--- config.mk ---
export PLATFORM = sky130hd
export DESIGN_NAME = mem_arbiter
export DESIGN_NICKNAME = d
export VERILOG_FILES = /design/src/rtl/mem_arbiter_pkg.sv /design/src/rtl/mem_arbiter.sv
export SDC_FILE = /design/constraint.sdc
export NUM_CORES = 1
export LEC_CHECK = 0
export CORE_AREA = 2 2 289 291
export DETAILED_ROUTE_END_ITERATION = 10
export DIE_AREA = 0 0 291 293
export PLACE_DENSITY = 0.37
export SYNTH_ARGS = -nofsm -noshare
export SYNTH_HDL_FRONTEND = slang
export SYNTH_SLANG_ARGS = --single-unit
--- constraint.sdc ---
create_clock -name clock -period 1.9 [get_ports clock]
set_clock_uncertainty 0.15 [all_clocks]
set_input_delay 0.38 -clock clock [delete_from_list [all_inputs] [get_ports clock]]
set_output_delay 0.38 -clock clock [all_outputs]
set_load 0.01 [all_outputs]
--- src/rtl/mem_arbiter_pkg.sv ---
// Shared memory-system definitions: block widths, arbiter state encoding and
// client identifiers used by the cache/memory arbiter.
package mem_arbiter_pkg;

  localparam int unsigned ADDR_W = 28;
  localparam int unsigned DATA_W = 128;

  typedef enum logic [2:0] {
    IDLE    = 3'd0,
    SERVE_I = 3'd1,
    SERVE_D = 3'd2,
    DONE_I  = 3'd3,
    DONE_D  = 3'd4
  } arb_state_t;

  typedef enum logic {
    CLIENT_I = 1'b0,
    CLIENT_D = 1'b1
  } client_t;

endpackage

--- src/rtl/mem_arbiter.sv ---
// Round-robin arbiter sharing one main-memory port between the instruction
// cache (reads) and the data cache (refills and write-backs).
module mem_arbiter
  import mem_arbiter_pkg::*;
(
  input  logic                clock,
  input  logic                reset,
  input  logic                ic_mem_read,
  input  logic [ADDR_W-1:0]   ic_mem_address,
  output logic [DATA_W-1:0]   ic_mem_readdata,
  output logic                ic_mem_busywait,
  input  logic                dc_mem_read,
  input  logic                dc_mem_write,
  input  logic [ADDR_W-1:0]   dc_mem_address,
  input  logic [DATA_W-1:0]   dc_mem_writedata,
  output logic [DATA_W-1:0]   dc_mem_readdata,
  output logic                dc_mem_busywait,
  output logic                mem_read,
  output logic                mem_write,
  output logic [ADDR_W-1:0]   mem_address,
  output logic [DATA_W-1:0]   mem_writedata,
  input  logic [DATA_W-1:0]   mem_readdata,
  input  logic                mem_busywait
);

  arb_state_t state;
  client_t    last_grant;
  logic       launched;
  logic       ic_req;
  logic       dc_req;

  assign ic_req = ic_mem_read;
  assign dc_req = dc_mem_read | dc_mem_write;

  assign ic_mem_busywait = ic_req && (state != DONE_I);
  assign dc_mem_busywait = dc_req && (state != DONE_D);

  // Memory port is a pass-through of the client being served; a dcache
  // request with both read and write set is a write-back.
  always_comb begin
    mem_read      = 1'b0;
    mem_write     = 1'b0;
    mem_address   = '0;
    mem_writedata = '0;
    case (state)
      SERVE_I: begin
        mem_read    = ic_mem_read;
        mem_address = ic_mem_address;
      end
      SERVE_D: begin
        mem_read      = dc_mem_read & ~dc_mem_write;
        mem_write     = dc_mem_write;
        mem_address   = dc_mem_address;
        mem_writedata = dc_mem_writedata;
      end
      default: ;
    endcase
  end

  always_ff @(negedge clock) begin
    if (reset) begin
      state           <= IDLE;
      launched        <= 1'b0;
      last_grant      <= CLIENT_I;
      ic_mem_readdata <= '0;
      dc_mem_readdata <= '0;
    end else begin
      case (state)
        IDLE: begin
          launched <= 1'b0;
          if (ic_req && (!dc_req || last_grant == CLIENT_D)) begin
            state      <= SERVE_I;
            last_grant <= CLIENT_I;
          end else if (dc_req) begin
            state      <= SERVE_D;
            last_grant <= CLIENT_D;
          end
        end
        // busywait from memory is stale on the first serve cycle, so it is
        // only honoured once launched is set.
        SERVE_I: begin
          if (!ic_req) begin
            state    <= IDLE;
            launched <= 1'b0;
          end else if (!launched) begin
            launched <= 1'b1;
          end else if (!mem_busywait) begin
            ic_mem_readdata <= mem_readdata;
            state           <= DONE_I;
            launched        <= 1'b0;
          end
        end
        SERVE_D: begin
          if (!dc_req) begin
            state    <= IDLE;
            launched <= 1'b0;
          end else if (!launched) begin
            launched <= 1'b1;
          end else if (!mem_busywait) begin
            if (!dc_mem_write) dc_mem_readdata <= mem_readdata;
            state    <= DONE_D;
            launched <= 1'b0;
          end
        end
        DONE_I, DONE_D: state <= IDLE;
        default:        state <= IDLE;
      endcase
    end
  end

endmodule

Word-level counts from Yosys, hierarchy flattened
Index checks and enable logic that the tools add are counted.

word-level totals
  bits in registers = 261
  logic and storage cells = 50

cells by class
  reduce and logical (&&, ||, !) cells = 12
  mux-type cells = 20
  bitwise operators = 4
  equal/unequal tests = 9

operators with widths
  cell                  number
  $mux W128             1
  $pmux W28 S2          1
  $mux W3               8
  $ne A3 B3 Y1 const B  6
  $reduce_and A5 Y1     2
  $pmux W3 S3           1
  $mux W1               7
  $reduce_and A4 Y1     1
  $eq A3 B1 Y1 const B  1
  $eq A3 B2 Y1 const B  1
  $logic_and A1 B1 Y1   3
  $logic_not A3 Y1      1
  $ne A3 B2 Y1 const B  1
  $pmux W1 S3           1
  $reduce_bool A3 Y1    1
  $not A1 Y1            2
  $pmux W1 S2           1
  $reduce_and A2 Y1     1
  $reduce_bool A2 Y1    1
  $and A1 B1 Y1         1
  $logic_not A1 Y1      1
  $logic_or A1 B1 Y1    1
  $or A1 B1 Y1          1

Longest topological paths before layout
Gate-level depths: netlist (run 1).

  word-level depth = 6
  gate-level depth with buffers = 7

==> summary.md, run 1 <==
| Metric | Value |
|---|---|
| IO Pins | 734 |
| Htree depth | 2 |
| Worst skew pair latency | 0.60 ns |
| R2R cell count | 8 |
| Initial detailed-routing violation count | 458 |
| Failing checks | setup timing |
| Worst slew pin tran | 0.383 ns |
| CTS tree | yes |
| Psw | 5.65 mW |
| Largest net degree at the start of global routing | 80 |
| Final hold viol count | 0 |
| Final core utilization | 32.8% |
| Routed vias/inst | 3.81 |
| Final HPWL DP | 63,200 µm |
| Synth cell types | 33 |
| Vias in the first global route | 14.1k |
| Share of layout cells above drive strength 1 | 47.1% |
| Initial antenna violation count | 25 |
| Chip height | 293 µm |
| Total gr overflow | 0 |
| CP endpoint kind | primary output |
| Main flop type after synthesis | dfxtp_1 |
| Seq/Total Area, Yosys | 43.7% |
| RSZ-0062 raised after global routing | true |
| Yosys warning count | 0 |
| Power, Total | 17.9 mW |
| Worst path required time | 1.37 ns |
| Cell area after synthesis | 12,000 µm² |
| Global-route wire length before repair | 108,000 µm |
| Clk slew on worst S/H paths | 0.04 ns |
| Syn avg cell area | 10.1 µm² |
| Area Growth Syn to Fin | 125% |
| Max FO, Critical Path | 8 |
| Wire length per cell | 23.8 µm |
| Pwr/cell area | 665 nW/µm² |
| Clk sinks | 261 |
| Max-cap violations | 0 |
| Commonest non-fill, non-tap cell in the layout | nand2b_1 |
| Fraction of registers with async set/reset | 0% |
| Die area | 85,300 µm² |
| Mapped Nets | 1,507 |
| Core Region | 81,800 µm² |
| Sw frac | 31.6% |
| Crit Reg-Reg Endpoint | dc_mem_readdata[88]$_SDFFE_NP0P_ |
| Final setup vio count | 658 |
| WP data arrival | 2.96 ns |
| Hold Path Depth | 2 |
| Min-delay worst type | reg2reg |
| Internal reg-to-reg setup slack | -0.31 ns |
| RR Startpoint | state[0]$_SDFFE_NP0P_ |
| Starting Density | 14.6% |
| Routed Antenna Nets | 0 |
| Worst hold start | dc_mem_readdata[52]$_SDFFE_NP0P_ |
| Post-synth EDFFs | 0 |
| Worst VDD drop | 0.000547 V |
| Std cell rows | 105 |
| Hold path endpoint | dc_mem_readdata[52]$_SDFFE_NP0P_ |
| Post-Syn Instances | 1,189 |
| Slew Viols, Final | 0 |
| Tightest slew margin relative to the limit | 74.4% |
| Clock Path Buffers | 3 |
| Filler instances | 8,566 |
| Status | complete, but fails checks |
| Root buf cell | clkbuf_16 |
| I/O Buffers | 733 |
| Leak Pwr | 13.0 nW |
| Residual DRC | 0 |
| Worst Setup Slack, final | -1.59 ns |
| Worst hold slack | 0.322 ns |
| Sequential power share | 31.1% |
| Logic pwr share | 18.2% |
| Drt total wl | 84,300 µm |
| #FFs+latches synth | 261 |
| DR pass1 iterations | 5 |
| Final nets | 2,767 |
| Die W | 291 µm |
| CTS Buf Count | 38 |
| Global Route Usage Sum | 18.0% |
| Critical Path Start Type | register |
| Gp weighted congestion | 1.06 |
| Via count | 13.5k |
| Most frequent cells in the layout | nand2b_1, buf_6, clkdlybuf4s50_1 |
| Crit path kind | reg2out |
| CTS Hold Buffers Added | 0 |
| P_int | 12.2 mW |
| Clock power frac | 50.8% |
[routing by layer]
layer / wire (µm) / vias up / share of wire, % / track usage [%]
met4: 4120 / 10 / 4.9 / 9.28
met2: 43900 / 584 / 52 / 33.3
li1: - / 6439 / - / -
met5: 65 / - / 0.077 / 0
met3: 6280 / 154 / 7.4 / 6.99
met1: 30000 / 6353 / 36 / 17.2
[metrics by stage]
step	TNS [ns]	setup WS, ns	cells	area (µm²)
final	-464.88	-1.59	3551	26900
after CTS	-687.52	-1.63	3425	24300
after detailed placement	-638.70	-1.47	3085	22000
after global placement	-636.18	-1.46	3085	22000
after floorplan	-291.09	-0.821	1189	12300
after global routing	-495.74	-1.66	3549	26900
[worst max path at each step]
stage	start	end	slack (ns)	depth (start not counted)
floorplan	state[1]$_SDFFE_NP0P_	mem_writedata[10]	-0.82	5
global placement	ic_mem_read	ic_mem_readdata[40]$_SDFFE_NP0P_	-1.46	5
detailed placement	state[2]$_SDFFE_NP0P_	mem_address[24]	-1.47	5
CTS	state[0]$_SDFFE_NP0P_	mem_writedata[112]	-1.63	6
global route	state[0]$_SDFFE_NP0P_	mem_writedata[106]	-1.66	6
finish	state[0]$_SDFFE_NP0P_	mem_writedata[18]	-1.59	7
[registers in the layout, summed over array words and instances, names as in the netlist]
register	flops
dc_mem_readdata	128
ic_mem_readdata	128
last_grant	1
launched	1
state	3
[cell families (layout without fill, tap and decap cells)]
| kind of cell | Yosys count | after routing | share of synthesized area, % |
|---|---|---|---|
| buffers and inverters | 99 | 1384 | 4.13 |
| and+or+nand+nor | 533 | 533 | 28.0 |
| muxes | 257 | 257 | 21.5 |
| other | 0 | 7 | 0 |
| AOI/OAI and AO/OA | 39 | 39 | 2.65 |
| DFF | 261 | 261 | 43.7 |
[cell type report]
cell class | instances | area (µm²) | area share [%]
timing repair buffer | 1054 | 11200 | 41.7
antenna | 7 | 17.5 | 0.0652
sequential | 261 | 5550 | 20.7
multi-input combinational | 829 | 6580 | 24.5
tap | 1070 | 1340 | 4.98
inverter | 4 | 20.0 | 0.0745
clock inverter | 287 | 1170 | 4.36
clock buffer | 39 | 976 | 3.63
[power groups by stage]
stage          Clock (mW)  Sequential (mW)  Combinational, mW
5_1_grt              10.3             5.54               3.39
2_1_floorplan       0.832             5.63              0.872
4_1_cts              9.62             5.56               2.85
3_5_place_dp        0.832             5.63               2.68
3_3_place_gp        0.832             5.63               2.69
6_report             9.07             5.56               3.25
[timing repair]
action                                  4_1_cts  5_1_grt
cloned                                        6       26
buffers inserted                             10       95
resized for setup                           576     1673
pin swaps                                     8       74
endpoints found under the setup margin      677      677
[synth_stat cells (all sizes together), types with 2 or more instances]
cell type,count,area [µm²]
or3b,2,20.0
a21oi,5,25.0
mux2i,256,2560
buf,28,228
o41ai,2,17.5
inv,5,18.8
nand2b,385,2410
dfxtp,261,5230
a22o,28,245
nor3,2,10.0
clkbuf,66,248
nor2,5,21.3
and2,128,801
[critical path, stage by stage, from the launching register on]
cell       delay [ns]
dfxtp_2          0.32
nor3b_4          0.22
buf_6            0.18
buf_12           0.14
buf_16           0.14
clkbuf_16        0.14
and2_4           0.14
buf_12           0.11
(Power assumes the default switching activity.)
==> run 2, diff against run 1 <==
Settings changed: PLACE_DENSITY 0.37 to 0.36.
Clock period 1.9 ns to 4.5 ns, I/O delays scaled along.
==> summary.md, run 2 (synthesis results as in run 1) <==
| Metric | Value |
|---|---|
| Hold Path Depth | 2 (unchanged) |
| IO Pins | 734 (unchanged) |
| Die W | 291 µm (unchanged) |
| Final setup vio count | 160 (-76%) |
| Internal reg-to-reg setup slack | 2.35 ns (+2.66 ns) |
| Gp weighted congestion | 0.904 (-14%) |
| Root buf cell | clkbuf_16 |
| Final HPWL DP | 52,800 µm (-16%) |
| Initial detailed-routing violation count | 326 (-29%) |
| Final core utilization | 28.6% (-4.2 points) |
| Biggest regs | dc_mem_readdata x128, ic_mem_readdata x128, state x3 |
| Tightest slew margin relative to the limit | 72.8% (-1.6 points) |
| CP cell instances | nor3b_4 > buf_6 > buf_12 > buf_6 > and2_4 > clkdlybuf4s15_2 |
| Clk sinks | 261 (unchanged) |
| Max FO, Critical Path | 10 (+2) |
| DR pass1 iterations | 4 (-1) |
| Worst Setup Slack, final | -0.787 ns (+0.802 ns) |
| Sum of negative setup slack | -106.00 ns (+358.88 ns) |
| DP Cell Count | 2,977 (-3.5%) |
| RSZ-0062 raised after global routing | true |
| Min-delay worst type | reg2reg |
| Leak Pwr | 11.5 nW (-12%) |
| Vias in the first global route | 13.8k (-2.1%) |
| Status | complete, but fails checks |
| Final nets | 2,563 (-7.4%) |
| Routed vias/inst | 3.76 (-1.5%) |
| RR Startpoint | state[2]$_SDFFE_NP0P_ |
| Final hold viol count | 0 (unchanged) |
| Via count | 12.6k (-7.2%) |
| CTS Hold Buffers Added | 0 (unchanged) |
| Global Route Usage Sum | 15.3% (-2.7 points) |
| Worst VDD drop | 0.000261 V (-52%) |
| Total gr overflow | 0 (unchanged) |
| Starting Density | 14.6% (unchanged) |
| Core Region | 81,800 µm² (unchanged) |
| Share of layout cells above drive strength 1 | 32.4% (-15 points) |
| Pwr/cell area | 331 nW/µm² (-50%) |
| Clk slew on worst S/H paths | 0.03 ns (about the same) |
| Largest net degree at the start of global routing | 62 (-23%) |
| CP endpoint kind | primary output |
| Final std cells w/o fill | 3,344 (-5.8%) |
| Clock Path Buffers | 3 (unchanged) |
| Commonest non-fill, non-tap cell in the layout | nand2b_1 |
| Global-route wire length before repair | 95,300 µm (-12%) |
| I/O Buffers | 733 (unchanged) |
| Crit Reg-Reg Endpoint | ic_mem_readdata[73]$_SDFFE_NP0P_ |
| Hold path endpoint | dc_mem_readdata[18]$_SDFFE_NP0P_ |
| Failing checks | setup timing |
| CP max-delay cell | dfxtp_4 |
| Max-cap violations | 0 (unchanged) |
| CTS tree | yes |
| Most frequent cells in the layout | nand2b_1, clkdlybuf4s50_1, inv_1 |
| CP max stage delay | 0.34 ns (+0.02 ns) |
| Routed Antenna Nets | 0 (unchanged) |
| Residual DRC | 0 (unchanged) |
| Initial antenna violation count | 13 (-48%) |
| Chip height | 293 µm (unchanged) |
| Worst skew pair latency | 0.58 ns (-0.02 ns) |
| Area Growth Syn to Fin | 96.0% |
| Worst hold slack | 0.313 ns (-0.00960 ns) |
| Top cell by count, worst path | buf_6 |
| Slew Viols, Final | 0 (unchanged) |
| Std cell rows | 105 (unchanged) |
| Htree depth | 2 (unchanged) |
| Critical Path Start Type | register |
| Crit path kind | reg2out |
| Worst path required time | 3.45 ns (+2.08 ns) |
| Drt total wl | 68,600 µm (-19%) |
| CTS Buf Count | 38 (unchanged) |
| Wire length per cell | 20.5 µm (-14%) |
| R2R cell count | 6 (-2) |
| Worst slew pin tran | 0.407 ns (+0.0244 ns) |
| Power, Total | 7.76 mW (-57%) |
| Die area | 85,300 µm² (unchanged) |
| Worst hold start | dc_mem_readdata[18]$_SDFFE_NP0P_ |
| WP data arrival | 4.24 ns (+1.28 ns) |
## run 2: cell count changes in the layout (fill, tap and decap cells not counted), sizes merged
cell and change:
clkdlybuf4s50 +3, inv -1, dlygate4sd2 +1, clkinvlp -5
diode -5, clkbuf +6, bufinv +5, buf -238
or2 +1, dlymetal6s2s -3, clkinv +3, bufbuf +1
clkdlybuf4s15 +25
## run 2: area by class of cell
cell class,count,area (µm²)
fill,8821,58400
timing repair buffer,849,7890
tap,1070,1340
multi-input combinational,830,6640
inverter,4,22.5
antenna,2,5.00
sequential,261,5250
clock inverter,289,1320
clock buffer,39,976
## run 2: repair_timing
| action | in CTS | in global routing |
|---|---|---|
| resized for setup | 1595 | 226 |
| hold endpoints to repair | 0 | 0 |
| pin swaps | 45 | 27 |
| endpoints found under the setup margin | 461 | 253 |
| gates cloned | 7 | 4 |
| buffers inserted | 26 | 9 |
## run 2: how the worst max path moves through the flow
stage                          startpoint  depth (start not counted)                           endpoint
floorplan           state[1]$_SDFFE_NP0P_                          5                  mem_writedata[26]
global placement              ic_mem_read                          5  ic_mem_readdata[110]$_SDFFE_NP0P_
detailed placement            ic_mem_read                          5  ic_mem_readdata[122]$_SDFFE_NP0P_
CTS                 state[0]$_SDFFE_NP0P_                          6                  mem_writedata[95]
global route        state[2]$_SDFFE_NP0P_                          6                    mem_address[12]
finish              state[2]$_SDFFE_NP0P_                          6                  mem_writedata[17]
## run 2: metrics by stage
stage                     cell area (µm²)  setup WS, ns
after floorplan                     12200       -0.0428
after global placement              21200        -0.671
after detailed placement            21200        -0.663
after CTS                           23600        -0.843
after global routing                23400        -0.865
final                               23400        -0.787
## run 2: where the power goes
part           total, mW  internal, mW  switching [mW]
Combinational       1.33         0.820           0.512
Sequential          2.35          2.34         0.00611
Clock               4.08          2.29            1.79
Total               7.76          5.45            2.31
## run 2: per-layer routing
metal / up-vias / wire, µm / GRT usage (%)
met5: - / 45 / 0
met4: 8 / 2720 / 8.13
met3: 118 / 6170 / 7.44
met2: 515 / 37300 / 29.1
met1: 5894 / 22400 / 13.0
li1: 6025 / - / -
## run 2: worst max-delay path: cells and delay by family (launching register included)
kind / cells / cell delay [ns]
simple gates: 2 / 0.38
buf+inv: 4 / 0.67
flops: 1 / 0.34
